<file path="config.mk">
export PLATFORM = sky130hd
export DESIGN_NAME = demux_rr_scheduler
export DESIGN_NICKNAME = d
export VERILOG_FILES = /design/src/rtl/demux_rr_scheduler.sv
export SDC_FILE = /design/constraint.sdc
export NUM_CORES = 1
export LEC_CHECK = 0
export BUFFER_PORTS_ARGS = -buffer_cell sky130_fd_sc_hd__buf_4
export CORE_ASPECT_RATIO = 0.9
export CORE_UTILIZATION = 60
export DETAILED_ROUTE_END_ITERATION = 8
export PLACE_DENSITY = 0.86
export SLEW_MARGIN = 20
export SYNTH_ARGS = -nofsm -noshare
export SYNTH_HDL_FRONTEND = slang
export SYNTH_SLANG_ARGS = --single-unit
</file>
<file path="constraint.sdc">
create_clock -name Clock_In -period 7.1 [get_ports Clock_In]
set_clock_uncertainty 0.05 [all_clocks]
set_input_delay 1.42 -clock Clock_In [delete_from_list [all_inputs] [get_ports Clock_In]]
set_output_delay 1.42 -clock Clock_In [all_outputs]
set_load 0.02 [all_outputs]
</file>
<file path="src/rtl/demux_rr_scheduler.sv">
// -----------------------------------------------------------------------------
// demux_rr_scheduler
//
// Purpose
//   Takes one word at a time from a single source and hands it to one of
//   eight destinations. The destination is picked by round robin over the
//   destinations that are ready. A word is granted when it is accepted, and
//   it is then held (Data_Out / Select_Out) until that destination takes it.
//   Data_Out is shared by all eight destinations. Select_Out drives an
//   external 1:8 demux select.
//
// Handshake semantics
//   Source side: a word moves when Data_Valid_In & Data_Ready_Out in the
//   same cycle. Data_Ready_Out depends combinationally on Enable_In and
//   Dest_Ready_In, so the source must not make Data_Valid_In depend on
//   Data_Ready_Out.
//   Destination side: a word moves when Dest_Valid_Out[n] & Dest_Ready_In[n]
//   in the same cycle. Once Dest_Valid_Out[n] is raised it stays raised, with
//   Data_Out and Select_Out unchanged, until destination n takes the word.
//   There is no re-arbitration while a word is held.
//
// Ports
//   Clock_In            rising-edge clock
//   Reset_In            asynchronous, active-low reset
//   Enable_In           allows new words to be accepted (held words still drain)
//   Data_In             source payload
//   Data_Valid_In       source has a word on Data_In
//   Data_Ready_Out      block accepts the source word this cycle
//   Dest_Ready_In[7:0]  destination n can take a word
//   Dest_Valid_Out[7:0] one-hot (or zero): word offered to destination n
//   Data_Out            held payload
//   Select_Out[2:0]     index of the granted destination
//   Transfer_Count_Out  completed destination transfers (wraps at 16 bits)
//   State_Out           debug: 0 = IDLE, 1 = SEND
// -----------------------------------------------------------------------------
module demux_rr_scheduler #(
  parameter int DATA_WIDTH = 8
) (
  input  logic                  Clock_In,
  input  logic                  Reset_In,
  input  logic                  Enable_In,
  input  logic [DATA_WIDTH-1:0] Data_In,
  input  logic                  Data_Valid_In,
  output logic                  Data_Ready_Out,
  input  logic [7:0]            Dest_Ready_In,
  output logic [7:0]            Dest_Valid_Out,
  output logic [DATA_WIDTH-1:0] Data_Out,
  output logic [2:0]            Select_Out,
  output logic [15:0]           Transfer_Count_Out,
  output logic                  State_Out
);

  typedef enum logic {
    IDLE = 1'b0,
    SEND = 1'b1
  } state_t;

  state_t                  state;
  state_t                  state_next;
  logic [2:0]              last_grant;
  logic [DATA_WIDTH-1:0]   data_q;
  logic [2:0]              select_q;
  logic [15:0]             count_q;

  logic                    complete;
  logic                    accept;
  logic                    data_ready;
  logic                    any_dest_ready;
  logic [2:0]              search_start;
  logic [2:0]              grant;

  // ---------------------------------------------------------------------------
  // Handshake terms
  // ---------------------------------------------------------------------------
  assign any_dest_ready = |Dest_Ready_In;
  assign complete       = (state == SEND) & Dest_Ready_In[select_q];

  // A new word is accepted from IDLE, or in the same cycle the held word
  // leaves. This gives one word per cycle while destinations keep up.
  assign data_ready = Enable_In & any_dest_ready & ((state == IDLE) | complete);
  assign accept     = Data_Valid_In & data_ready;

  // ---------------------------------------------------------------------------
  // Round-robin grant
  // If the held word leaves this cycle, last_grant is only updated at the
  // clock edge, so the search starts from the outgoing select instead. When
  // that destination is the only one ready, the search wraps back to it.
  // ---------------------------------------------------------------------------
  assign search_start = (complete ? select_q : last_grant) + 3'd1;

  always_comb begin
    logic [2:0] idx;
    logic       found;
    grant = search_start;
    found = 1'b0;
    idx   = search_start;
    for (int i = 0; i < 8; i++) begin
      idx = search_start + 3'(i);
      if (!found && Dest_Ready_In[idx]) begin
        grant = idx;
        found = 1'b1;
      end
    end
  end

  // ---------------------------------------------------------------------------
  // FSM
  // ---------------------------------------------------------------------------
  always_ff @(posedge Clock_In or negedge Reset_In) begin
    if (!Reset_In) begin
      state <= IDLE;
    end else begin
      state <= state_next;
    end
  end

  always_comb begin
    state_next = state;
    case (state)
      IDLE: begin
        if (accept) begin
          state_next = SEND;
        end
      end
      SEND: begin
        if (accept) begin
          state_next = SEND;
        end else if (complete) begin
          state_next = IDLE;
        end
      end
      default: state_next = IDLE;
    endcase
  end

  // ---------------------------------------------------------------------------
  // Datapath registers
  // ---------------------------------------------------------------------------
  always_ff @(posedge Clock_In or negedge Reset_In) begin
    if (!Reset_In) begin
      data_q   <= '0;
      select_q <= 3'd0;
    end else if (accept) begin
      data_q   <= Data_In;
      select_q <= grant;
    end
  end

  // Reset value 7 makes the first search after reset start at destination 0.
  always_ff @(posedge Clock_In or negedge Reset_In) begin
    if (!Reset_In) begin
      last_grant <= 3'd7;
    end else if (complete) begin
      last_grant <= select_q;
    end
  end

  always_ff @(posedge Clock_In or negedge Reset_In) begin
    if (!Reset_In) begin
      count_q <= 16'd0;
    end else if (complete) begin
      count_q <= count_q + 16'd1;
    end
  end

  // ---------------------------------------------------------------------------
  // Outputs
  // Dest_Valid_Out is decoded from registered state only, so it drops to zero
  // as soon as reset is asserted.
  // ---------------------------------------------------------------------------
  always_comb begin
    Dest_Valid_Out = 8'd0;
    if (state == SEND) begin
      Dest_Valid_Out[select_q] = 1'b1;
    end
  end

  assign Data_Ready_Out     = data_ready;
  assign Data_Out           = data_q;
  assign Select_Out         = select_q;
  assign Transfer_Count_Out = count_q;
  assign State_Out          = state;

endmodule

</file>
==> impl_metrics.toml, run 1 <==
[yosys]
postSynth.asyncResetShare_pct = 100
synth_area_um2 = 2730
yosysTopAreaCell = "dfrtp_1"
synth_ff_type = "dfrtp_1"
synthMuxAreaShare_pct = 10.5
ys_seq_area_share_pct = 28.5
synth_top_area_share_pct = 25.7
synth_seq_cells = 31
syn_nets = 342
synthXorXnorAreaFrac_pct = 4.81
yosysWarnings = 0
synthCells = 319
synth_top_family_by_area = "simple AND/OR/NAND/NOR gates"
synth-compound-area-share_pct = 24.6
synthTopCellsByArea = "dfrtp_1 (26%), nand2_1 (5.5%), mux2_2 (4.1%), mux2i_1 (4.0%), xnor2_1 (3.8%)"
synth_edf_count = 0
synth-adder-area-share_pct = 1.37
syn_area_per_cell_um2 = 8.56
yosys.area_share.simple_pct = 26.3
synth_cell_types = 64

[clock_tree]
clockBufferDepth = 2
clock_latency_ns = 0.28
cts_resized = 0
postCtsHoldBufs = 0
clockRootBuffer = "clkbuf_8"
cts.htree.levels = 2
path_clk_slew_ns = 0.06
cts_setup_buffers = 0
cts_tree = "yes"
cts_buffers = 5
cts.sinks = 31

[global_routing]
antenna_found_initial = 0
overflow = 0
grt_pass1_vias = 2637
grt_max_degree = 32
track_usage_pct = 35.6
grt_first_pass_wirelength_mm = 13.0

[floorplanning]
dieArea_um2 = 4830
core_area_um2 = 4210
die_x_um = 73.1
pin_count = 57
start_util_pct = 64.9
rows = 22
die_h_um = 66.0

[setup_path]
slowest_stage = "a211oi_1"
path_cells = "buf_4 > mux2i_1 > a22oi_1 > a31oi_1 > nor2_1 > clkinv_1 > ha_1 > a311o_1 > nand4_1 > nand2_1 > a211oi_1 > or3_1 > nor4_2 > nor4_1 > a21oi_2"
critPathCaptureType = "register"
critPathArrivalTime_ns = 6.18
slowest_delay_ns = 0.63
worstPathMaxFanout = 11
path_class = "in2reg"
cp.required_ns = 7.21
startpoint_type = "input pin"

[final_layout]
design_area_um2 = 3240
drive_gt1_share_pct = 24.1
antenna_cells = 0
syn_to_final_growth_pct = 18.6
nNetsFinal = 392

[placement]
gp_congestion = 0.921
dp_hpwl_mm = 5.92
port_buffers = 56
place_area_um2 = 3160

[drt]
ant_nets = 0
avgViaCountPerCell = 6.79
drt_iter0_markers = 331
drt_wl_total_mm = 7.85
dr.pass1.iters = 5
wl_per_cell_um = 18.3
num_vias = 2919
drc = 0

[sta]
hold_viol = 0
setup_violations = 0
finalCritPeriodShare_pct = 85.6
worstMarginPinSlew_ns = 0.938
slew_headroom_pct = 37.5
rsz0062_at_grt = "no"
fmax_mhz = 165
finalMaxSlewViolations = 0
setup-tns-final_ns = 0
period_needed_ns = 6.08

[run]
maxCapViolCount = 0

[hold_path]
holdCritPathClass = "reg2reg"

[run_status]
run_status = "completed"
## registers in the layout, indices dropped and copies added, names as in the netlist
name / cells
last_grant: 3
State_Out: 1
Data_Out: 8
Select_Out: 3
Transfer_Count_Out: 16
## Yosys cell counts, drive strengths merged, types with 2 or more instances
library cell / number
a2111oi: 9
a211o: 2
a211oi: 5
a21oi: 10
a22o: 4
a22oi: 7
a311oi: 8
a31oi: 7
a32oi: 7
and2: 2
and3: 6
buf: 5
clkbuf: 8
dfrtp: 28
dfstp: 3
ha: 3
inv: 9
mux2: 11
mux2i: 11
mux4: 2
nand2: 40
nand2b: 16
nand3: 15
nand4: 7
nor2: 21
nor2b: 3
nor3: 9
nor4: 11
o211ai: 4
o21a: 2
o21ai: 5
o221ai: 2
o22ai: 2
o31ai: 2
or4: 3
xnor2: 12
xor2: 3
## layout by cell type (no fill, tap or decap), drive strengths merged, types with 2 or more instances in the layout
cell type | Yosys | routed
nor2 | 21 | 21
a311oi | 8 | 8
a211oi | 5 | 5
clkinv | 1 | 2
a31oi | 7 | 7
o21ai | 5 | 5
a211o | 2 | 2
inv | 9 | 9
o21a | 2 | 2
xor2 | 3 | 3
mux4 | 2 | 2
nor2b | 3 | 3
nor3 | 9 | 9
buf | 5 | 56
a2111oi | 9 | 9
o22ai | 2 | 2
ha | 3 | 3
o31ai | 2 | 2
mux2i | 11 | 11
o221ai | 2 | 2
xnor2 | 12 | 12
dfrtp | 28 | 28
a21oi | 10 | 10
a32oi | 7 | 7
dfstp | 3 | 3
nand2 | 40 | 40
or4 | 3 | 3
nand4 | 7 | 7
nand3 | 15 | 15
nor4 | 11 | 11
and3 | 6 | 6
a22oi | 7 | 7
and2 | 2 | 2
nand2b | 16 | 16
o211ai | 4 | 4
a22o | 4 | 4
clkbuf | 8 | 7
mux2 | 11 | 11
## metrics by stage
step | cells | setup WS [ns] | util, % | hold WS, ns
final | 430 | 1.02 | 76.9 | 0.427
after global routing | 430 | 0.740 | 76.9 | 0.453
after CTS | 430 | 1.26 | 76.9 | 0.431
after detailed placement | 422 | 0.996 | 75.0 | 0.422
after global placement | 422 | 1.02 | 75.0 | 0.413
after floorplan | 319 | 1.78 | - | 0.511
## layout make-up
type,count,area [µm²]
sequential,31,779
inverter,10,37.5
multi-input combinational,265,1850
timing repair buffer,56,420
tap,60,75.1
fill,316,971
clock buffer,7,76.3
clock inverter,1,5.00
## worst max-delay path: cells and delay by family
family / cells / cell delay, ns
compound gates: 5 / 1.94
fa+ha+maj: 1 / 0.38
buf+inv: 2 / 0.51
mux: 1 / 0.14
simple gates: 6 / 1.76
## final timing paths
check | startpoint | end | slack (ns) | cells past startpoint
worst max register to register | Select_Out[0]$_DFFE_PN0P_ | Select_Out[1]$_DFFE_PN0P_ | 1.15 | 14
max in group asynchronous | Reset_In | last_grant[0]$_DFF_PN1_ | 5.67 | 1
worst min register to register | Transfer_Count_Out[15]$_DFFE_PN0P_ | Transfer_Count_Out[15]$_DFFE_PN0P_ | 0.43 | 1
worst min-delay path | Transfer_Count_Out[15]$_DFFE_PN0P_ | Transfer_Count_Out[15]$_DFFE_PN0P_ | 0.43 | 1
min in group asynchronous | Reset_In | Transfer_Count_Out[13]$_DFFE_PN0P_ | 1.01 | 1
worst max-delay path | Dest_Ready_In[7] | Select_Out[1]$_DFFE_PN0P_ | 1.02 | 15
## cells by family (layout without fill, tap and decap cells)
group                      Yosys count  in the layout
buffers and inverters               23             74
adders and majority gates            3              3
DFF                                 31             31
and+or+nand+nor                    137            137
muxes                               24             24
xor gates and xnor gates            15             15
AOI/OAI and AO/OA                   86             86
## routing by layer
layer / track usage (%) / wire [µm] / vias up
met1: 51.6 / 3390 / 1360
met4: 10.8 / 157 / 0
li1: - / - / 1330
met2: 52.8 / 3480 / 208
met5: 0 / 0 / -
met3: 7.47 / 828 / 21
Power of run 1 is left out: the tool's default activity adds up to more than one toggle a clock period on the data nets, which glitch-free logic cannot reach.
==> inputs of run 2 (changes only) <==
--- a/config.mk
+++ b/config.mk
@@ -9,7 +9,8 @@
 export CORE_ASPECT_RATIO = 0.9
 export CORE_UTILIZATION = 60
 export DETAILED_ROUTE_END_ITERATION = 8
-export PLACE_DENSITY = 0.86
+export PLACE_DENSITY_LB_ADDON = 0.08
+export SETUP_SLACK_MARGIN = 0.02
 export SLEW_MARGIN = 20
 export SYNTH_ARGS = -nofsm -noshare
 export SYNTH_HDL_FRONTEND = slang
==> impl_metrics.toml, run 2 (same netlist as run 1, synthesis figures left out) <==
[run_status]
run_status = "completed"

[clock_tree]
cts_buffers = 5
cts.htree.levels = 2
clock_latency_ns = 0.29
cts_tree = "yes"
clockRootBuffer = "clkbuf_8"
cts_setup_buffers = 0
postCtsHoldBufs = 0
path_clk_slew_ns = 0.07
clockBufferDepth = 2
cts.sinks = 31
cts_resized = 0

[global_routing]
grt_pass1_vias = 2621
antenna_found_initial = 0
grt_max_degree = 32
grt_first_pass_wirelength_mm = 12.7
track_usage_pct = 35.0
overflow = 0

[setup_path]
slowest_stage = "or3_1"
critPathLaunch = "Dest_Ready_In[3]"
critPathTopFamily = "simple AND/OR/NAND/NOR gates"
slowest_delay_ns = 0.58
critPathCaptureType = "register"
path_cells = "buf_4 > mux2i_1 > a22o_1 > nor4_1 > nor2_1 > clkinv_1 > ha_1 > nand2_1 > or4_1 > nand4_1 > nand2_1 > a211oi_1 > or3_1 > nor4_2 > a22o_1 > a21oi_2"
reg2reg_depth = 15
r2r_end = "Select_Out[1]$_DFFE_PN0P_"
reg2reg_from = "Select_Out[0]$_DFFE_PN0P_"
regToRegSetupSlack_ns = 1.40
cp.required_ns = 7.23
startpoint_type = "input pin"
crit_buf_inv = 2
critPathArrivalTime_ns = 6.02
path_class = "in2reg"
worstPathMaxFanout = 13

[drt]
wl_per_cell_um = 18.9
ant_nets = 0
topRoutingLayerUsed = "met4"
drc = 0
num_vias = 2906
drt_wl_total_mm = 8.18
wirelength_met1_mm = 3.27
avgViaCountPerCell = 6.73
dr.pass1.iters = 6
wl_met2_mm = 3.82
routed-wl-met3_um = 927
drt_iter0_markers = 352

[final_layout]
largest_reg_flops = 16
syn_to_final_growth_pct = 19.5
nNetsFinal = 394
fin_util_pct = 77.5
final_common_cell = "buf_4"
drive_gt1_share_pct = 25.0
layout_common_cells = "buf_4 (58), nand2_1 (40), dfrtp_1 (28), nor2_1 (21), nand2b_1 (16)"
antenna_cells = 0

[placement]
dp_hpwl_mm = 5.92
pre_cts_ws_ns = 1.05
gp_congestion = 1.01
port_buffers = 56

[hold_path]
holdPathStages = 1
hp-start = "Transfer_Count_Out[15]$_DFFE_PN0P_"
holdCritPathClass = "reg2reg"
whs_endpoint = "Transfer_Count_Out[15]$_DFFE_PN0P_"

[sta]
setup_slack_ns = 1.21
rsz0062_at_grt = "no"
setup-tns-final_ns = 0
setup_violations = 0
fmax_mhz = 170
slew_headroom_pct = 28.2
hold_viol = 0
finalCritPeriodShare_pct = 82.9
worstMarginPinSlew_ns = 1.07
period_needed_ns = 5.89
finalMaxSlewViolations = 0

[floorplanning]
pin_count = 57
die_x_um = 73.1
die_h_um = 66.0
start_util_pct = 64.9
dieArea_um2 = 4830
core_area_um2 = 4210
rows = 22

[run]
maxCapViolCount = 0
## run 2: worst max-delay path by stage
stage | to | slack [ns] | cells past startpoint
floorplan | Select_Out[1]$_DFFE_PN0P_ | 1.78 | 18
global placement | Select_Out[1]$_DFFE_PN0P_ | 1.12 | 16
detailed placement | Select_Out[1]$_DFFE_PN0P_ | 1.05 | 16
CTS | Select_Out[1]$_DFFE_PN0P_ | 1.35 | 16
global route | Select_Out[1]$_DFFE_PN0P_ | 0.87 | 16
finish | Select_Out[1]$_DFFE_PN0P_ | 1.21 | 16
## run 2: per-layer routing
| layer | vias up | track usage [%] |
|---|---|---|
| li1 | 1344 | - |
| met1 | 1340 | 43.2 |
| met2 | 194 | 56.8 |
| met3 | 28 | 12.0 |
| met4 | 0 | 11.5 |
| met5 | - | 0 |
## run 2: final cells by class
cell class	count	area, µm²
inverter	10	37.5
multi-input combinational	265	1850
clock inverter	3	20.0
fill	329	948
clock buffer	5	68.8
tap	60	75.1
sequential	31	779
timing repair buffer	58	435
## run 2: through the flow
step,hold WS (ns),cells,area (µm²)
floorplan,0.511,319,2730
global placement,0.414,424,3170
detailed placement,0.442,424,3170
CTS,0.455,432,3260
global route,0.470,432,3260
finish,0.452,432,3260
Power of run 2 is left out for the same reason.
